--- config.mk ---
export PLATFORM = sky130hd
export DESIGN_NAME = data_register_fifo
export DESIGN_NICKNAME = d
export VERILOG_FILES = /design/src/rtl/data_register_fifo.sv
export SDC_FILE = /design/constraint.sdc
export NUM_CORES = 1
export LEC_CHECK = 0
export CAP_MARGIN = 5
export CORE_ASPECT_RATIO = 1.75
export CORE_MARGIN = 4
export CORE_UTILIZATION = 43
export DETAILED_ROUTE_END_ITERATION = 10
export MAX_ROUTING_LAYER = met4
export PLACE_DENSITY = 0.61
export SKIP_LAST_GASP = 1
export SLEW_MARGIN = 30
export SYNTH_ARGS = -nofsm -noshare
export SYNTH_HDL_FRONTEND = slang
export SYNTH_SLANG_ARGS = --single-unit
export TNS_END_PERCENT = 50
--- constraint.sdc ---
create_clock -name clk -period 3.39 [get_ports clk]
set_input_delay 0.5085 -clock clk [delete_from_list [all_inputs] [get_ports clk]]
set_output_delay 0.5085 -clock clk [all_outputs]
set_load 0.01 [all_outputs]
--- src/rtl/data_register_fifo.sv ---
// Register-side buffering stage: a TX FIFO fed by the register write strobe and
// an RX FIFO drained by the register read strobe, with fill counts and sticky overflow.
module data_register_fifo #(
    parameter int WIDTH         = 8,
    parameter int DEPTH_LOG2    = 4,
    parameter int BLOCKING_READ = 0
) (
    input  logic                  clk,
    input  logic                  rst,
    input  logic [WIDTH-1:0]      writeData,
    input  logic                  writeData_en,
    output logic                  writeData_busy,
    output logic [WIDTH-1:0]      readData,
    input  logic                  readData_en,
    output logic                  readData_busy,
    output logic [WIDTH-1:0]      tx_data,
    output logic                  tx_valid,
    input  logic                  tx_ready,
    input  logic [WIDTH-1:0]      rx_data,
    input  logic                  rx_valid,
    output logic                  rx_ready,
    output logic [DEPTH_LOG2:0]   tx_count,
    output logic [DEPTH_LOG2:0]   rx_count,
    output logic                  rx_overflow,
    input  logic                  clear
);

    localparam int DEPTH = 1 << DEPTH_LOG2;
    localparam int PW    = DEPTH_LOG2 + 1;

    logic [WIDTH-1:0] tx_mem [DEPTH];
    logic [WIDTH-1:0] rx_mem [DEPTH];

    logic [PW-1:0] tx_wptr_q, tx_wptr_d, tx_rptr_q, tx_rptr_d;
    logic [PW-1:0] rx_wptr_q, rx_wptr_d, rx_rptr_q, rx_rptr_d;
    logic          rx_overflow_q, rx_overflow_d;

    logic tx_empty, tx_full, rx_empty, rx_full;
    logic tx_push, tx_pop, rx_push, rx_pop;

    always_comb begin
        tx_empty = (tx_wptr_q == tx_rptr_q);
        tx_full  = (tx_wptr_q[PW-1] != tx_rptr_q[PW-1]) &&
                   (tx_wptr_q[PW-2:0] == tx_rptr_q[PW-2:0]);
        rx_empty = (rx_wptr_q == rx_rptr_q);
        rx_full  = (rx_wptr_q[PW-1] != rx_rptr_q[PW-1]) &&
                   (rx_wptr_q[PW-2:0] == rx_rptr_q[PW-2:0]);

        // clear wins over every strobe in the same cycle
        tx_push = writeData_en && !tx_full && !clear;
        tx_pop  = tx_ready && !tx_empty && !clear;
        rx_push = rx_valid && !rx_full && !clear;
        rx_pop  = readData_en && !rx_empty && !clear;

        tx_wptr_d     = tx_push ? tx_wptr_q + PW'(1) : tx_wptr_q;
        tx_rptr_d     = tx_pop  ? tx_rptr_q + PW'(1) : tx_rptr_q;
        rx_wptr_d     = rx_push ? rx_wptr_q + PW'(1) : rx_wptr_q;
        rx_rptr_d     = rx_pop  ? rx_rptr_q + PW'(1) : rx_rptr_q;
        rx_overflow_d = rx_overflow_q || (rx_valid && rx_full);
        if (clear) begin
            tx_wptr_d     = '0;
            tx_rptr_d     = '0;
            rx_wptr_d     = '0;
            rx_rptr_d     = '0;
            rx_overflow_d = 1'b0;
        end
    end

    always_ff @(posedge clk or negedge rst) begin
        if (!rst) begin
            tx_wptr_q     <= '0;
            tx_rptr_q     <= '0;
            rx_wptr_q     <= '0;
            rx_rptr_q     <= '0;
            rx_overflow_q <= 1'b0;
        end else begin
            tx_wptr_q     <= tx_wptr_d;
            tx_rptr_q     <= tx_rptr_d;
            rx_wptr_q     <= rx_wptr_d;
            rx_rptr_q     <= rx_rptr_d;
            rx_overflow_q <= rx_overflow_d;
        end
    end

    // storage is intentionally left unreset
    always_ff @(posedge clk) begin
        if (tx_push) tx_mem[tx_wptr_q[PW-2:0]] <= writeData;
        if (rx_push) rx_mem[rx_wptr_q[PW-2:0]] <= rx_data;
    end

    always_comb begin
        writeData_busy = tx_full;
        tx_valid       = !tx_empty;
        tx_data        = tx_mem[tx_rptr_q[PW-2:0]];
        rx_ready       = !rx_full;
        readData       = rx_empty ? '0 : rx_mem[rx_rptr_q[PW-2:0]];
        readData_busy  = (BLOCKING_READ != 0) && rx_empty;
        tx_count       = tx_wptr_q - tx_rptr_q;
        rx_count       = rx_wptr_q - rx_rptr_q;
        rx_overflow    = rx_overflow_q;
    end

endmodule

==> run metrics, run 1 <==
run status=complete, but fails checks; failing checks=negative setup slack; Iter 0 DRT Violations=approximately 370; final setup vio count=2; Chip Width=130 um; Pint=6.12 mW; Worst-Skew Late Latency=0.52 ns; Synth area leader=edfxtp_1; Critical Path Sink Type=output pin; Num Clock Sinks=277; Slew @ Worst Pin=0.728 ns; worst-path fanout max=7; HP Class=input pin to async pin; Total Wirelength=23.7 mm; multiplexer share of the synthesized area=13.1%; critical path's top delay family=buffers and inverters; Worst EP arrival=2.90 ns; Net Count, Synth=648; post-synth top area share=68.2%; Reg power frac=47.7%; final cycle utilization of the critical path=101%; Core ar.=25900 um^2; slowest CP cell=clkdlybuf4s50_1; I/O pins=54; area share of fa/ha/maj cells after synthesis=2.35%; r2r setup slk=0.77 ns; max cap viols=0; f_max=between 200 and 300 MHz; sequential element share of the synthesized area=72.8%; post-synthesis simple-gate area fraction=4.27%; Worst Skew=0.0190 ns; total grt overflow=0; Post-synth EDFFs=about 260; Area after DPL=around 12000 um^2; first-pass GRT wire length=37.1 mm; initial core utilization=43.6%; Critical path buffers and inverters=4; most common cell in the netlist=edfxtp_1; post-DR vias/cell=5.48; fin util=51.7%; fin area=13400 um^2; area of the multi-input gates=2910 um^2; Gate power share=16.6%; Total GRT Usage=17.4%; Net Switching=1.85 mW; WHS=0.487 ns; critical path data required time=2.88 ns; synth top area cells=edfxtp_1 68%, mux4_2 13%, dfrtp_1 4.7%; router iterations before antenna repair=4; Reg-to-Reg End=tx_mem[0][4]; leakage power=4.47 nW; RSZ-0062 raised after global routing=yes; critical path launch point type=flop; Max VDD drop=about 0.48 mV; drt wl/cell=22.6 um; Worst Reg2Reg Path Length in Cells=7; Vias=5743; synth cell count leaders=256 x edfxtp_1, 64 x mux4_2, 45 x nor2_1, 36 x nand2_1, 21 x dfrtp_1; RD Place Congestion=0.882; FF+latch count, synth=277; Num CTS Buffers=25; largest net degree at the start of global routing=36; Sw Ratio=23.3%; Synth Area in Compound Gates=3.94%; chip height=222 um; number of routed nets with antenna violations=0; DRC Markers=0; synthesized cell area=11300 um^2; via count of the first global-routing pass=6336; crit path cell chain=clkinvlp_4, ha_4, nand4_1, buf_4, o21ai_1, buf_4, a21oi_1, a221o_1, clkdlybuf4s50_1; CTS Buffer Depth=3; Synth Instances=605; Max Slew Vio Count=0; largest family of logic cells by synthesized area=multiplexers; clock transition at the registers of the reported paths=around 0.07 ns; critical path's largest stage delay=0.49 ns; ys async rst share=7.58%; TritonCTS clock tree=done; FILL cells=~2000; H-tree Lvls=1; Pwr Density=596 nW/um^2; RR Startpoint=tx_rptr_q[1]; Synth cell types=38; Final min period=between 3 and 4 ns; Detail Placement HPWL=between 15 and 20 mm; Root Buffer=clkbuf_16; Critical Path Most Common Cell=buf_4; synth warn=0; # rows=78; IO Port Bufs=52; syn avg cell area=18.6 um^2; Hold Vio Cnt, Final=0; top_reg_cell synth=edfxtp_1; initial antenna violation count=0; Setup CP Type=flop to output pin; Max-slew headroom=51.3%; share of cells above drive strength 1=22.7%; Clk network pwr share=a little over a third; # diodes=0; Layout area overhead=18.5%; Final #Nets=753; Storage cell area=8220 um^2; die footprint=about 29000 um^2; post-synthesis xor/xnor area fraction=1.70%; Setup WS post-layout=-0.0209 ns
## sequential cells by signal, summed over array words and instances (netlist names)
register     flops
rx_wptr_q        5
rx_overflow      1
tx_rptr_q        5
rx_mem         128
tx_wptr_q        5
tx_mem         128
rx_rptr_q        5
## how the worst max path moves through the flow
stage / start / end / cells after the start
floorplan: tx_rptr_q[1] / tx_mem[3][0] / 8
global placement: rx_rptr_q[2] / readData[6] / 7
detailed placement: rx_rptr_q[2] / readData[5] / 7
CTS: rx_wptr_q[0] / readData[5] / 9
global route: rx_rptr_q[2] / readData[2] / 9
finish: rx_rptr_q[2] / readData[2] / 9
## layout make-up
cell class,instances,area share (%)
inverter,18,0.534
multi-input combinational,285,21.8
clock inverter,19,1.47
sequential,277,61.5
timing repair buffer,103,7.05
clock buffer,26,4.71
tap,320,3.00
## power groups by stage
| stage | Sequential (mW) | Clock [mW] | Combinational (mW) |
|---|---|---|---|
| 3_3_place_gp | 3.87 | 0 | 1.31 |
| 3_5_place_dp | 3.88 | 0 | 1.33 |
| 4_1_cts | 3.80 | 2.91 | 1.35 |
| 6_report | 3.80 | 2.84 | 1.33 |
| 5_1_grt | 3.81 | 3.05 | 1.44 |
| 2_1_floorplan | 3.86 | 0 | 0.827 |
## routing by layer
layer  share of wire, %  vias to the layer above  GRT usage (%)  routed length (um)
li1                   -                     2612              -                   -
met1                 36                     2985           18.8                8430
met2                 59                      106           32.7               13900
met3                3.2                       40           2.33                 754
met4                2.2                        0           4.98                 530
met5                  0                        -              -                   0
## cells in the final DEF (no fill, tap or decap), types with 4 or more instances in the layout
cell	count
o21ai_0	7
xor2_1	7
a211oi_1	4
inv_1	16
nor2_1	44
mux2i_1	4
clkbuf_16	25
nand2_1	36
clkinv_1	7
dfrtp_1	18
or3_1	5
edfxtp_1	256
a221o_1	8
ha_1	16
nand3_1	5
clkdlybuf4s50_1	45
mux4_2	64
a22oi_1	16
a21o_1	4
a21oi_1	16
nor3_1	8
clkinv_2	6
nand2b_1	4
xnor2_1	13
bufinv_16	4
buf_4	47
o211ai_1	4
## cell families after synthesis
group           Yosys count
flops                   277
xor+xnor                 21
other cells               1
buf+inv                  43
simple gates            110
mux                      68
fa+ha+maj                20
compound gates           65
## stage by stage
step	total power [mW]	worst slack (ns)	instances	TNS, ns
2_1_floorplan	4.69	0.288	605	0
3_3_place_gp	5.19	0.365	996	0
3_5_place_dp	5.21	0.309	996	0
4_1_cts	8.06	-0.0803	1042	-0.327
5_1_grt	8.30	-0.123	1048	-0.440
6_report	7.97	-0.0209	1048	-0.0343
## timing repair
item                       CTS  global route
setup endpoints to repair    9             8
resized for setup            7             7
setup buffers                1             5
hold buffers                 0             1
hold endpoints to repair     0            21
Power figures use the tool's default switching activity.
==> run 2, diff against run 1 <==
- GPL_ROUTABILITY_DRIVEN: unset -> 0
- PLACE_DENSITY: 0.61 -> unset
==> run metrics, run 2 (synthesis results as in run 1) <==
max cap viols=0 (unchanged); Max VDD drop=0.512 mV (+6.0%); RR Startpoint=tx_rptr_q[1]; Worst Skew=0.0121 ns (-0.00688 ns); Sw Ratio=23.8% (+0.53 points); Critical Path Start=rx_wptr_q[0]; CTS Buffer Depth=3 (unchanged); # diodes=0 (unchanged); most frequent cells in the layout=256 x edfxtp_1, 64 x mux4_2, 47 x clkdlybuf4s50_1; Reg-to-Reg End=tx_mem[0][0]; total grt overflow=0 (unchanged); fin util=51.5% (-0.16 points); Clk network pwr share=34.1% (-1.5 points); Vias=5718 (-0.44%); Max Slew Vio Count=0 (unchanged); die footprint=29000 um^2 (unchanged); worst-path fanout max=4 (-3); Worst EP arrival=2.82 ns (-0.08 ns); RSZ-0062 raised after global routing=yes; WHS=0.513 ns (+0.0257 ns); Detail Placement HPWL=16.4 mm (-0.18%); via count of the first global-routing pass=6319 (-0.27%); Worst Reg2Reg Path Length in Cells=8 (+1); Slew @ Worst Pin=0.730 ns (+0.00152 ns); Pwr Density=583 nW/um^2 (-2.2%); router iterations before antenna repair=4 (unchanged); leakage power=4.43 nW (-0.94%); TritonCTS clock tree=done; Gate power share=17.0% (+0.4 points); critical path data required time=2.88 ns (about the same); Chip Width=130 um (unchanged); f_max=301 MHz (+2.5%); clock transition at the registers of the reported paths=0.06 ns (about the same); chip height=222 um (unchanged); final cycle utilization of the critical path=98.1% (-2.5 points); Core ar.=25900 um^2 (unchanged); Hold Vio Cnt, Final=0 (unchanged); Total GRT Usage=17.2% (-0.24 points); Setup CP Type=flop to output pin; commonest non-fill, non-tap cell in the layout=edfxtp_1; Critical Path Sink Type=output pin; Worst Setup EP=rx_count[4]; share of cells above drive strength 1=22.6% (-0.075 points); Iter 0 DRT Violations=495 (+34%); r2r setup slk=0.76 ns (about the same); Final min period=3.33 ns (-0.0844 ns); critical path launch point type=flop; I/O pins=54 (unchanged); Worst-Skew Late Latency=0.52 ns (about the same); initial antenna violation count=0 (unchanged); Layout area overhead=18.1%; H-tree Lvls=1 (unchanged); IO Port Bufs=52 (unchanged); number of routed nets with antenna violations=0 (unchanged); Reg power frac=48.9% (+1.2 points); # rows=78 (unchanged); largest net degree at the start of global routing=38 (+5.6%); HP Class=flop to flop; Pint=5.92 mW (-3.2%); Num CTS Buffers=25 (unchanged); Setup WS post-layout=0.0635 ns (+0.0844 ns); Root Buffer=clkbuf_16; drt wl/cell=22.6 um (about the same); worst slack at placement=0.257 ns (-0.0515 ns); initial core utilization=43.6% (unchanged); DRC Markers=0 (unchanged); final setup vio count=0 (-2); Final #Nets=751 (-0.27%); Total Wirelength=23.6 mm (-0.27%); first-pass GRT wire length=36.8 mm (-0.87%); Net Switching=1.85 mW (-0.33%); FILL cells=2087 (+2.2%); Max-slew headroom=51.2% (-0.10 points); post-DR vias/cell=5.47 (-0.24%); run status=completed; Num Clock Sinks=277 (unchanged)
-- run 2: layout make-up --
cell class	count	area, um^2	area share, %
multi-input combinational	285	2930	22.0
sequential	277	8220	61.7
timing repair buffer	101	955	7.16
clock buffer	31	658	4.94
inverter	18	67.6	0.507
tap	320	400	3.00
clock inverter	14	97.6	0.732
-- run 2: through the flow --
step	instance area (um^2)	instances	total power, mW	setup TNS (ns)
6_report	13300	1046	7.77	0
5_1_grt	13300	1046	8.07	-0.168
4_1_cts	13300	1044	7.86	-0.0322
3_5_place_dp	12400	995	5.20	0
3_3_place_gp	12400	995	5.18	0
2_1_floorplan	11300	605	4.69	0
-- run 2: power by group through the flow --
stage | Clock, mW | Sequential (mW) | Combinational (mW)
global placement | 0 | 3.87 | 1.31
finish | 2.65 | 3.80 | 1.32
global route | 2.84 | 3.80 | 1.44
detailed placement | 0 | 3.87 | 1.33
CTS | 2.71 | 3.80 | 1.35
floorplan | 0 | 3.86 | 0.827
-- run 2: how the worst min path moves through the flow --
stage	endpoint	depth (start not counted)	slack, ns	startpoint
after floorplan	rx_overflow	0	0.21	rst
after global placement	rx_overflow	2	0.51	rx_overflow
after detailed placement	rx_overflow	2	0.50	rx_overflow
after CTS	tx_rptr_q[1]	2	0.51	rst
after global routing	rx_overflow	2	0.54	rx_overflow
final	rx_overflow	2	0.51	rx_overflow
-- run 2: what timing repair did --
item / 4_1_cts / 5_1_grt
setup buffers: 3 / 2
gates cloned: 0 / 0
endpoints found under the hold margin: 21 / 0
pin swaps: 3 / 0
hold buffers: 1 / 0
gates resized for setup: 11 / 6
endpoints found under the setup margin: 9 / 7
-- run 2: routing by layer --
metal  routed length (um)  track usage (%)  share of wire, %  up-vias
met2                14000             33.1                59      108
met4                  564             4.68               2.4        0
met3                  739             2.33               3.1       34
met5                    0                -                 0        -
li1                     -                -                 -     2613
met1                 8300             17.8                35     2963
-- run 2: critical path, stage by stage, from the launching register on --
cell and delay (ns):
dfrtp_1 0.42, inv_2 0.12, ha_1 0.15, inv_1 0.06, fa_1 0.41, a21o_1 0.20
a21oi_1 0.23, xnor2_1 0.16, clkdlybuf4s50_1 0.56
==> run 3, diff against run 2 <==
- CORE_MARGIN: 4 -> 2
- CTS_CLUSTER_DIAMETER: unset -> 200
- HOLD_SLACK_MARGIN: unset -> 0.03
==> run metrics, run 3 (synthesis results as in run 1) <==
slowest CP cell=clkdlybuf4s50_1; Slew @ Worst Pin=0.828 ns (+0.0982 ns); Worst Skew=0.00984 ns (-0.00229 ns); Num CTS Buffers=25 (unchanged); Core ar.=25900 um^2 (unchanged); H-tree Lvls=1 (unchanged); final cycle utilization of the critical path=98.6% (+0.51 points); Pwr Density=588 nW/um^2 (+0.95%); Final #Nets=750 (-0.13%); IO Port Bufs=52 (unchanged); Setup WS post-layout=0.0462 ns (-0.0173 ns); Max-slew headroom=44.6% (-6.6 points); Setup CP Type=flop to output pin; fin area=13300 um^2 (-0.23%); Layout area overhead=17.9%; crit path cell chain=inv_1, ha_1, nand4_1, buf_4, o21ai_1, buf_4, a21oi_1, a221o_1, clkdlybuf4s50_1; critical path's largest stage delay=0.49 ns (-0.07 ns); Worst-Skew Late Latency=0.52 ns (about the same); I/O pins=54 (unchanged); Num Clock Sinks=277 (unchanged); CTS Buffer Depth=3 (unchanged); Area after DPL=12400 um^2 (about the same); clock transition at the registers of the reported paths=0.07 ns (about the same); f_max=299 MHz (-0.52%); Final min period=3.34 ns (+0.0173 ns); worst-path fanout max=8 (+4); initial antenna violation count=0 (unchanged); leakage power=4.41 nW (-0.40%); final setup vio count=0 (unchanged); Critical path buffers and inverters=4 (+1); Hold Vio Cnt, Final=0 (unchanged); CP Depth=9 (+1); die footprint=27600 um^2 (-4.8%); placed insts=996 (+0.10%); commonest non-fill, non-tap cell in the layout=edfxtp_1; router iterations before antenna repair=5 (+1); Critical Path Sink Type=output pin; most frequent cells in the layout=256 x edfxtp_1, 64 x mux4_2, 47 x clkdlybuf4s50_1; Root Buffer=clkbuf_16; via count of the first global-routing pass=6482 (+2.6%); drt wl/cell=23.1 um (+2.3%); initial core utilization=43.6% (unchanged); worst slack at placement=0.277 ns (+0.0193 ns); Max Slew Vio Count=0 (unchanged); critical path's top delay family=buffers and inverters; HP Class=input pin to async pin; TritonCTS clock tree=done; total grt overflow=0 (unchanged); max cap viols=0 (unchanged); met2 routed WL=14.2 mm (+1.6%); Worst EP arrival=2.84 ns (+0.02 ns); Chip Width=126 um (-3.1%); Critical Path Most Common Cell=buf_4; number of routed nets with antenna violations=0 (unchanged); post-DR vias/cell=5.52 (+1.0%); Vias=5765 (+0.82%); r2r setup slk=0.90 ns (+0.14 ns); critical path data required time=2.88 ns (about the same); Reg-to-Reg End=tx_mem[1][1]; # rows=78 (unchanged); Max VDD drop=0.471 mV (-8.1%); top sig layer=met4; run status=completed; # diodes=0 (unchanged); Total GRT Usage=18.5% (+1.3 points); setup TNS=0 ns (unchanged); critical path launch point type=flop; fin cells=1044 (-0.19%); Worst Reg2Reg Path Length in Cells=6 (-2); DR WL met3=667 um (-9.7%); met1 WL=8.63 mm (+4.0%); Iter 0 DRT Violations=382 (-23%); DRC Markers=0 (unchanged); RR Startpoint=tx_wptr_q[3]; RSZ-0062 raised after global routing=yes; Detail Placement HPWL=16.5 mm (+0.86%); largest net degree at the start of global routing=36 (-5.3%); Total Wirelength=24.1 mm (+2.2%); share of cells above drive strength 1=21.7% (-0.90 points); first-pass GRT wire length=37.7 mm (+2.5%); chip height=218 um (-1.8%)
-- run 3: what timing repair did --
| action | 4_1_cts | 5_1_grt |
|---|---|---|
| endpoints found under the hold margin | 21 | 0 |
| hold buffers | 1 | 0 |
| pin swaps | 2 | 0 |
| buffers inserted | 3 | 0 |
| setup endpoints to repair | 9 | 7 |
| gates resized for setup | 8 | 4 |
-- run 3: through the flow --
step | power, mW | utilization, % | hold slack, ns
CTS | 7.91 | 51.4 | 0.507
global placement | 5.18 | 48.1 | 0.482
detailed placement | 5.20 | 48.0 | 0.512
finish | 7.82 | 51.4 | 0.507
global route | 8.13 | 51.4 | 0.561
floorplan | 4.69 | - | 0.213
-- run 3: worst max path at each step --
| stage | startpoint | endpoint | slack, ns |
|---|---|---|---|
| 2_1_floorplan | tx_rptr_q[1] | tx_mem[3][0] | 0.29 |
| 3_3_place_gp | rx_rptr_q[2] | readData[4] | 0.32 |
| 3_5_place_dp | rx_rptr_q[2] | readData[7] | 0.28 |
| 4_1_cts | rx_wptr_q[1] | readData[0] | 0.0007 |
| 5_1_grt | rx_wptr_q[0] | readData[0] | -0.06 |
| 6_report | rx_wptr_q[0] | readData[0] | 0.05 |
-- run 3: worst register-to-register path: cells and delay by family (launching register included) --
family                     cells  cell delay (ns)
DFF                            1             0.49
AOI/OAI and AO/OA              1             0.41
and+or+nand+nor                3             0.63
adders and majority gates      1             0.41
buffers and inverters          1             0.23
-- run 3: area by class of cell --
type / instances / area (um^2)
clock buffers: 32 / 662
flip-flops and latches: 277 / 8220
clock inverters: 12 / 109
fillers: 2063 / 12600
well taps: 320 / 400
repair buffers: 100 / 931
multi-input cells: 285 / 2910
inverters: 18 / 67.6
-- run 3: where the power goes --
group | internal (mW) | leakage (nW) | switching, mW
clock | 1.53 | 0.370 | 1.18
sequential | 3.77 | 2.59 | 0.0250
combinational | 0.672 | 1.45 | 0.646
-- run 3: layer usage --
| layer | global-route usage (%) | vias to the layer above |
|---|---|---|
| li1 | - | 2603 |
| met1 | 19.4 | 3013 |
| met2 | 35.9 | 109 |
| met3 | 2.08 | 40 |
| met4 | 5.49 | 0 |
| met5 | - | - |
